## config.mk

```make
export PLATFORM = sky130hd
export DESIGN_NAME = apb_req_master28_flat
export DESIGN_NICKNAME = d
export VERILOG_FILES = /design/src/rtl/apb_req_master28_pkg.sv /design/src/rtl/apb_req_master28_if.sv /design/src/rtl/apb_req_master28_fifo.sv /design/src/rtl/apb_req_master28.sv /design/src/flat_wrapper.sv
export SDC_FILE = /design/constraint.sdc
export NUM_CORES = 1
export LEC_CHECK = 0
export CORE_UTILIZATION = 29
export DETAILED_ROUTE_END_ITERATION = 16
export PLACE_DENSITY_LB_ADDON = 0.1
export SLEW_MARGIN = 15
export SYNTH_ARGS = -nofsm -noshare
export SYNTH_HDL_FRONTEND = slang
export SYNTH_HIERARCHICAL = 1
export SYNTH_SLANG_ARGS = --single-unit
```

## constraint.sdc

```tcl
create_clock -name pclk28 -period 7.4 [get_ports pclk28]
set_input_delay 1.85 -clock pclk28 [delete_from_list [all_inputs] [get_ports pclk28]]
set_output_delay 1.85 -clock pclk28 [all_outputs]
set_load 0.05 [all_outputs]
```

## src/rtl/apb_req_master28_pkg.sv

```systemverilog
// Shared types and helpers for the APB request master.
package apb_req_master28_pkg;

  // Transfer phase of the APB initiator.
  typedef enum logic [1:0] {
    StIdle   = 2'd0,
    StSetup  = 2'd1,
    StAccess = 2'd2
  } state_e;

  localparam int unsigned ADDR_W_DEF = 7;
  localparam int unsigned DATA_W_DEF = 32;

  // Packed request record is {write, addr, wdata}.
  function automatic int unsigned req_width(input int unsigned aw, input int unsigned dw);
    return 1 + aw + dw;
  endfunction

  localparam int unsigned REQ_W_DEF = 1 + ADDR_W_DEF + DATA_W_DEF;

endpackage

```

## src/rtl/apb_req_master28_if.sv

```systemverilog
// Request/response port plus APB bus of the request master, bundled with modports.
interface apb_req_master28_if
  import apb_req_master28_pkg::*;
#(
  parameter int unsigned ADDR_WIDTH = ADDR_W_DEF,
  parameter int unsigned DATA_WIDTH = DATA_W_DEF
);
  logic                  req_valid28;
  logic                  req_ready28;
  logic                  req_write28;
  logic [ADDR_WIDTH-1:0] req_addr28;
  logic [DATA_WIDTH-1:0] req_wdata28;
  logic                  rsp_valid28;
  logic                  rsp_write28;
  logic [DATA_WIDTH-1:0] rsp_rdata28;
  logic                  rsp_timeout28;
  logic                  psel28;
  logic                  penable28;
  logic                  pwrite28;
  logic [ADDR_WIDTH-1:0] paddr28;
  logic [DATA_WIDTH-1:0] pwdata28;
  logic [DATA_WIDTH-1:0] prdata28;
  logic                  pready28;

  // Initiator side (the master block itself).
  modport master (
    input  req_valid28, req_write28, req_addr28, req_wdata28, prdata28, pready28,
    output req_ready28, rsp_valid28, rsp_write28, rsp_rdata28, rsp_timeout28,
    output psel28, penable28, pwrite28, paddr28, pwdata28
  );

  // Environment side: requester plus APB responder.
  modport slave (
    output req_valid28, req_write28, req_addr28, req_wdata28, prdata28, pready28,
    input  req_ready28, rsp_valid28, rsp_write28, rsp_rdata28, rsp_timeout28,
    input  psel28, penable28, pwrite28, paddr28, pwdata28
  );
endinterface

```

## src/rtl/apb_req_master28_fifo.sv

```systemverilog
// Synchronous request FIFO with registered full/empty and extra-MSB wrap pointers.
module apb_req_master28_fifo #(
  parameter int unsigned DEPTH = 4,
  parameter int unsigned WIDTH = 40
) (
  input  logic             i_clk,
  input  logic             i_rst,
  input  logic             i_push,
  input  logic [WIDTH-1:0] i_wdata,
  input  logic             i_pop,
  output logic [WIDTH-1:0] o_rdata,
  output logic             o_full,
  output logic             o_empty
);
  localparam int unsigned PW = $clog2(DEPTH);

  logic [WIDTH-1:0] r_mem [DEPTH];
  logic [PW:0]      r_wr_ptr;
  logic [PW:0]      r_rd_ptr;
  logic             r_full;
  logic             r_empty;

  logic             w_push;
  logic             w_pop;
  logic [PW:0]      w_wr_nxt;
  logic [PW:0]      w_rd_nxt;

  assign w_push   = i_push & ~r_full;
  assign w_pop    = i_pop & ~r_empty;
  assign w_wr_nxt = r_wr_ptr + {{PW{1'b0}}, w_push};
  assign w_rd_nxt = r_rd_ptr + {{PW{1'b0}}, w_pop};

  // Pointers and flags; flags derive from next pointers so they are registered.
  always_ff @(posedge i_clk) begin
    if (i_rst) begin
      r_wr_ptr <= '0;
      r_rd_ptr <= '0;
      r_full   <= 1'b0;
      r_empty  <= 1'b1;
    end else begin
      r_wr_ptr <= w_wr_nxt;
      r_rd_ptr <= w_rd_nxt;
      r_full   <= (w_wr_nxt[PW] != w_rd_nxt[PW]) && (w_wr_nxt[PW-1:0] == w_rd_nxt[PW-1:0]);
      r_empty  <= (w_wr_nxt == w_rd_nxt);
    end
  end

  // Storage array; contents need no reset since the flags gate every read.
  always_ff @(posedge i_clk) begin
    if (w_push) begin
      r_mem[r_wr_ptr[PW-1:0]] <= i_wdata;
    end
  end

  assign o_rdata = r_mem[r_rd_ptr[PW-1:0]];
  assign o_full  = r_full;
  assign o_empty = r_empty;

endmodule

```

## src/rtl/apb_req_master28.sv

```systemverilog
// APB initiator: buffers valid/ready requests and runs each as a SETUP/ACCESS transfer.
module apb_req_master28
  import apb_req_master28_pkg::*;
#(
  parameter int unsigned ADDR_WIDTH     = 7,
  parameter int unsigned DATA_WIDTH     = 32,
  parameter int unsigned FIFO_DEPTH     = 4,
  parameter int unsigned TIMEOUT_CYCLES = 16
) (
  input  logic                 pclk28,
  input  logic                 p_reset28,
  apb_req_master28_if.master   bus
);
  localparam int unsigned REQ_W = req_width(ADDR_WIDTH, DATA_WIDTH);
  localparam int unsigned CW    = $clog2(TIMEOUT_CYCLES);

  logic [REQ_W-1:0]      w_head;
  logic                  w_full;
  logic                  w_empty;
  logic                  w_load;
  logic                  w_cnt_last;

  state_e                r_state, w_state_nxt;
  logic [CW-1:0]         r_cnt, w_cnt_nxt;
  logic                  r_psel, w_psel_nxt;
  logic                  r_penable, w_penable_nxt;
  logic                  r_pwrite, w_pwrite_nxt;
  logic [ADDR_WIDTH-1:0] r_paddr, w_paddr_nxt;
  logic [DATA_WIDTH-1:0] r_pwdata, w_pwdata_nxt;
  logic                  r_rsp_valid, w_rsp_valid_nxt;
  logic                  r_rsp_write, w_rsp_write_nxt;
  logic [DATA_WIDTH-1:0] r_rsp_rdata, w_rsp_rdata_nxt;
  logic                  r_rsp_timeout, w_rsp_timeout_nxt;

  apb_req_master28_fifo #(
    .DEPTH (FIFO_DEPTH),
    .WIDTH (REQ_W)
  ) u_fifo (
    .i_clk   (pclk28),
    .i_rst   (p_reset28),
    .i_push  (bus.req_valid28),
    .i_wdata ({bus.req_write28, bus.req_addr28, bus.req_wdata28}),
    .i_pop   (w_load),
    .o_rdata (w_head),
    .o_full  (w_full),
    .o_empty (w_empty)
  );

  assign w_cnt_last = (r_cnt == CW'(TIMEOUT_CYCLES - 1));

  // Next-state and next-output decode; w_load pops the head into the APB registers.
  always_comb begin
    w_state_nxt       = r_state;
    w_cnt_nxt         = r_cnt;
    w_psel_nxt        = r_psel;
    w_penable_nxt     = r_penable;
    w_pwrite_nxt      = r_pwrite;
    w_paddr_nxt       = r_paddr;
    w_pwdata_nxt      = r_pwdata;
    w_rsp_valid_nxt   = 1'b0;
    w_rsp_write_nxt   = r_rsp_write;
    w_rsp_rdata_nxt   = r_rsp_rdata;
    w_rsp_timeout_nxt = r_rsp_timeout;
    w_load            = 1'b0;
    unique case (r_state)
      StIdle: begin
        w_psel_nxt    = 1'b0;
        w_penable_nxt = 1'b0;
        w_load        = ~w_empty;
      end
      StSetup: begin
        w_penable_nxt = 1'b1;
        w_cnt_nxt     = '0;
        w_state_nxt   = StAccess;
      end
      StAccess: begin
        if (bus.pready28 || w_cnt_last) begin
          // Completion or timeout abort; both report and move on the same way.
          w_rsp_valid_nxt   = 1'b1;
          w_rsp_write_nxt   = r_pwrite;
          w_rsp_timeout_nxt = ~bus.pready28;
          w_rsp_rdata_nxt   = (bus.pready28 && !r_pwrite) ? bus.prdata28 : '0;
          w_psel_nxt        = 1'b0;
          w_penable_nxt     = 1'b0;
          w_state_nxt       = StIdle;
          w_load            = ~w_empty;
        end else begin
          w_cnt_nxt = r_cnt + CW'(1);
        end
      end
      default: w_state_nxt = StIdle;
    endcase
    if (w_load) begin
      w_pwrite_nxt  = w_head[REQ_W-1];
      w_paddr_nxt   = w_head[DATA_WIDTH +: ADDR_WIDTH];
      w_pwdata_nxt  = w_head[DATA_WIDTH-1:0];
      w_psel_nxt    = 1'b1;
      w_penable_nxt = 1'b0;
      w_state_nxt   = StSetup;
    end
  end

  // State, APB and response registers.
  always_ff @(posedge pclk28) begin
    if (p_reset28) begin
      r_state       <= StIdle;
      r_cnt         <= '0;
      r_psel        <= 1'b0;
      r_penable     <= 1'b0;
      r_pwrite      <= 1'b0;
      r_paddr       <= '0;
      r_pwdata      <= '0;
      r_rsp_valid   <= 1'b0;
      r_rsp_write   <= 1'b0;
      r_rsp_rdata   <= '0;
      r_rsp_timeout <= 1'b0;
    end else begin
      r_state       <= w_state_nxt;
      r_cnt         <= w_cnt_nxt;
      r_psel        <= w_psel_nxt;
      r_penable     <= w_penable_nxt;
      r_pwrite      <= w_pwrite_nxt;
      r_paddr       <= w_paddr_nxt;
      r_pwdata      <= w_pwdata_nxt;
      r_rsp_valid   <= w_rsp_valid_nxt;
      r_rsp_write   <= w_rsp_write_nxt;
      r_rsp_rdata   <= w_rsp_rdata_nxt;
      r_rsp_timeout <= w_rsp_timeout_nxt;
    end
  end

  assign bus.req_ready28   = ~w_full;
  assign bus.psel28        = r_psel;
  assign bus.penable28     = r_penable;
  assign bus.pwrite28      = r_pwrite;
  assign bus.paddr28       = r_paddr;
  assign bus.pwdata28      = r_pwdata;
  assign bus.rsp_valid28   = r_rsp_valid;
  assign bus.rsp_write28   = r_rsp_write;
  assign bus.rsp_rdata28   = r_rsp_rdata;
  assign bus.rsp_timeout28 = r_rsp_timeout;

endmodule

```

## src/flat_wrapper.sv

```systemverilog
// flat-port wrapper written by rule: the top's interface ports become plain ports
module apb_req_master28_flat import apb_req_master28_pkg::*;
#(
  parameter int unsigned ADDR_WIDTH     = 7,
  parameter int unsigned DATA_WIDTH     = 32,
  parameter int unsigned FIFO_DEPTH     = 4,
  parameter int unsigned TIMEOUT_CYCLES = 16
)
  (pclk28, p_reset28, bus_req_valid28, bus_req_write28, bus_req_addr28, bus_req_wdata28, bus_prdata28, bus_pready28, bus_req_ready28, bus_rsp_valid28, bus_rsp_write28, bus_rsp_rdata28, bus_rsp_timeout28, bus_psel28, bus_penable28, bus_pwrite28, bus_paddr28, bus_pwdata28);
  apb_req_master28_if #(.ADDR_WIDTH(ADDR_WIDTH), .DATA_WIDTH(DATA_WIDTH)) bus_i ();
  input  logic pclk28;
  input  logic p_reset28;
  input wire logic [$bits(bus_i.req_valid28)-1:0] bus_req_valid28;
  input wire logic [$bits(bus_i.req_write28)-1:0] bus_req_write28;
  input wire logic [$bits(bus_i.req_addr28)-1:0] bus_req_addr28;
  input wire logic [$bits(bus_i.req_wdata28)-1:0] bus_req_wdata28;
  input wire logic [$bits(bus_i.prdata28)-1:0] bus_prdata28;
  input wire logic [$bits(bus_i.pready28)-1:0] bus_pready28;
  output wire logic [$bits(bus_i.req_ready28)-1:0] bus_req_ready28;
  output wire logic [$bits(bus_i.rsp_valid28)-1:0] bus_rsp_valid28;
  output wire logic [$bits(bus_i.rsp_write28)-1:0] bus_rsp_write28;
  output wire logic [$bits(bus_i.rsp_rdata28)-1:0] bus_rsp_rdata28;
  output wire logic [$bits(bus_i.rsp_timeout28)-1:0] bus_rsp_timeout28;
  output wire logic [$bits(bus_i.psel28)-1:0] bus_psel28;
  output wire logic [$bits(bus_i.penable28)-1:0] bus_penable28;
  output wire logic [$bits(bus_i.pwrite28)-1:0] bus_pwrite28;
  output wire logic [$bits(bus_i.paddr28)-1:0] bus_paddr28;
  output wire logic [$bits(bus_i.pwdata28)-1:0] bus_pwdata28;
  assign bus_i.req_valid28 = bus_req_valid28;
  assign bus_i.req_write28 = bus_req_write28;
  assign bus_i.req_addr28 = bus_req_addr28;
  assign bus_i.req_wdata28 = bus_req_wdata28;
  assign bus_i.prdata28 = bus_prdata28;
  assign bus_i.pready28 = bus_pready28;
  assign bus_req_ready28 = bus_i.req_ready28;
  assign bus_rsp_valid28 = bus_i.rsp_valid28;
  assign bus_rsp_write28 = bus_i.rsp_write28;
  assign bus_rsp_rdata28 = bus_i.rsp_rdata28;
  assign bus_rsp_timeout28 = bus_i.rsp_timeout28;
  assign bus_psel28 = bus_i.psel28;
  assign bus_penable28 = bus_i.penable28;
  assign bus_pwrite28 = bus_i.pwrite28;
  assign bus_paddr28 = bus_i.paddr28;
  assign bus_pwdata28 = bus_i.pwdata28;
  apb_req_master28 #(.ADDR_WIDTH(ADDR_WIDTH), .DATA_WIDTH(DATA_WIDTH), .FIFO_DEPTH(FIFO_DEPTH), .TIMEOUT_CYCLES(TIMEOUT_CYCLES)) u_core (.pclk28(pclk28), .p_reset28(p_reset28), .bus(bus_i));
endmodule
```

==> results.yml <==
synth:
  ys_seq_elements: 251
  synth-main-ff-cell: "edfxtp_1"
  yosysSeqAreaShare_pct: 69.7
  synth_enable_flop_cells: 160
  synth_top_cell_area_share_pct: 50.6
  synthCells: 620
  synth_area_um2: 9500
  ys_top_cells_by_area: "edfxtp_1 (51%), dfxtp_1 (19%), mux4_2 (9.5%)"
  yosysTopAreaCell: "edfxtp_1"
  syn_nets: 701
  synth_cell_types: 45
  yosys_warnings: 6
  synth-async-reset-ratio_pct: 0
  avgSynthCellArea_um2: 15.3
setup_path:
  cp_slowest_stage_delay_ns: 0.67
  critical_path.startpoint_type: "input port"
  worst_ep_arrival_time_ns: 4.73
  worstPathCellList: "clkdlybuf4s50_1 > and2b_4 > a211oi_4 > buf_4 > nor2b_1 > ha_1 > ha_1 > xor2_1 > nor2_1 > a21o_1"
  cp_top_family: "buffers and inverters"
  crit_type: "input port to flip-flop"
  end_kind: "flip-flop"
  required_ns: 7.83
  crit_path_top_delay_cell: "buf_4"
  path_max_fanout: 42
  cp_common_cell: "ha_1"
  path_buf_inv: 2
floorplanning:
  rows: 65
  dieArea_um2: 33500
  die_w_um: 183
  boundaryPins: 154
  core_um2: 31900
  initial_core_util_pct: 29.8
  die_h_um: 183
grt:
  grt_pass1_wl_um: 34100
  grt_max_degree: 83
  grt_pass1_vias: 5810
  grt_antenna_before_repair: 1
  grtUsageTotal_pct: 13.2
  gr-total-overflow: 0
sta:
  fmax_mhz: 233
  hold_viol: 0
  finalSetupTns_ns: 0
  slew_headroom_pct: 38.6
  setup_violations: 0
  worst_pin_slew_ns: 0.921
  period_needed_ns: 4.29
  rsz0062_at_grt: "no"
  skew_ns: 0.0104
  report.final.slew_viol_count: 0
  min_period_over_period_pct: 58.0
cts:
  clockBufferDepth: 3
  cts_root_buf: "clkbuf_16"
  cts_tree: "built"
  clk_pin_slew_ns: 0.06
  clk_latency_ns: 0.55
  cts_sinks: 251
  postCtsHoldBufs: 0
  cts_resized: 0
  cts_setup_buffers: 0
  numCtsBuffers: 29
  cts-htree-levels: 1
detailed_routing:
  drtPass1Iterations: 4
  ant_nets: 0
  vias: 5686
  drtIter0Drc: 429
  drc: 0
  wirelength_um: 22100
  wl_per_cell_um: 17.9
  vias_per_cell: 4.61
placed_design:
  io_buffer_count: 153
  hpwl_um: 12700
  placed_cells: 1177
  gp_congestion: 0.787
pwr:
  ir_worst_vdd_mv: 0.156
  p_per_area_nw_per_um2: 293
  p_leak_nw: 4.09
run:
  drv_cap: 0
cells_and_area:
  nNetsFinal: 855
  drive_gt1_share_pct: 13.8
  synthToLayoutAreaGrowth_pct: 30.2
  instances_no_fill: 1233
hold_path:
  hold_path_class: "flip-flop to flip-flop"
status:
  status: "finished clean"
-- path summary, 6_finish.rpt --
check / from / endpoint / slack (ns) / cells past startpoint
min: u_core/bus.rsp_rdata28[1]$_SDFFE_PP0P_ / u_core/bus.rsp_rdata28[1]$_SDFFE_PP0P_ / 0.45 / 2
min reg2reg: u_core/bus.rsp_rdata28[1]$_SDFFE_PP0P_ / u_core/bus.rsp_rdata28[1]$_SDFFE_PP0P_ / 0.45 / 2
max reg2reg: u_core/r_cnt[0]$_SDFFE_PP0P_ / u_core/u_fifo/o_empty$_SDFF_PP1_ / 4.41 / 10
max: bus_pready28 / u_core/u_fifo/o_empty$_SDFF_PP1_ / 3.11 / 10
-- placed cells by master, fill, tap and decap left out, drive strengths merged, types with 2 or more instances in the layout --
cell type and count:
clkinvlp 2, xor2 2, a21oi 4, o211ai 2, mux2i 41, bufinv 2
nor2 9, clkinv 12, mux4 40, buf 11, and2 2, a2111oi 2
edfxtp 160, clkdlybuf4s50 153, inv 5, a31oi 2, nor3 2, nor3b 2
nand2 118, dfxtp 91, ha 5, nor2b 8, o21ai 32, nand3 3
clkbuf 37, xnor2 3, nand4 32
-- registers in the layout, indices dropped and copies added, names as in the netlist, 2 cells and up --
| register | cells |
|---|---|
| u_core/u_fifo/r_mem | 160 |
| u_core/bus.pwdata28 | 32 |
| u_core/bus.rsp_rdata28 | 32 |
| u_core/bus.paddr28 | 7 |
| u_core/r_cnt | 4 |
| u_core/u_fifo/r_rd_ptr | 3 |
| u_core/u_fifo/r_wr_ptr | 3 |
| u_core/r_state | 2 |
-- per-stage QoR --
| stage | hold WS, ns | util (%) | area (um2) | worst slack [ns] | total power [mW] |
|---|---|---|---|---|---|
| 4_1_cts | 0.452 | 38.7 | 12400 | 3.09 | 3.68 |
| 3_5_place_dp | 0.444 | 35.8 | 11400 | 2.52 | 2.27 |
| 3_3_place_gp | 0.435 | 35.8 | 11400 | 2.63 | 2.27 |
| 5_1_grt | 0.461 | 38.8 | 12400 | 2.93 | 3.78 |
| 6_report | 0.447 | 38.8 | 12400 | 3.11 | 3.63 |
| 2_1_floorplan | 0.489 | - | 9500 | 1.84 | 2.08 |
-- worst reg2reg max path: cells and delay by family, from the launching register on --
family	cells	cell delay, ns
AND/OR/NAND/NOR	3	0.47
XOR/XNOR	1	0.21
buffers and inverters	1	0.67
adder cells (fa/ha/maj)	3	0.70
flip-flops	1	0.40
AO/OA/AOI/OAI	2	0.44
-- kinds of logic after synthesis --
family,Yosys count,synth area share (%)
AO/OA/AOI/OAI,50,3.20
XOR/XNOR,5,0.461
adder cells (fa/ha/maj),5,0.658
buffers and inverters,45,3.15
flip-flops,251,69.7
multiplexers,81,13.8
AND/OR/NAND/NOR,183,9.01
-- synth_stat cells (3+ instances only) --
master    number
nor2_1         9
edfxtp_1     160
nand4_1       32
buf_8          4
buf_12         4
dfxtp_1       91
clkbuf_1      20
mux2i_1       41
nor2b_1        8
nand2_1      118
ha_1           5
a21oi_1        4
o21ai_1       32
inv_1          3
buf_2         10
mux4_2        40
xnor2_1        3
-- layer usage --
| metal | GRT usage (%) | vias up | wire, um |
|---|---|---|---|
| met5 | 0 | - | 0 |
| met1 | 17.3 | 2848 | 9890 |
| met4 | 2.97 | 0 | 411 |
| met2 | 21.8 | 163 | 10300 |
| met3 | 3.44 | 30 | 1420 |
| li1 | - | 2645 | - |
-- report_power, final --
part / internal (mW) / leakage [nW] / switching, mW
sequential: 1.59 / 2.21 / 0.0705
clock: 0.831 / 0.467 / 0.564
combinational: 0.237 / 1.41 / 0.339
total: 2.66 / 4.09 / 0.973
-- final cells by class --
type,count,area [um2]
sequential,251,6630
tap,435,544
antenna,1,2.50
clock buffer,37,796
multi-input combinational,324,2600
clock inverter,17,154
fill,2997,19500
inverter,4,17.5
timing repair buffer,164,1620
Power figures use the tool's default switching activity.
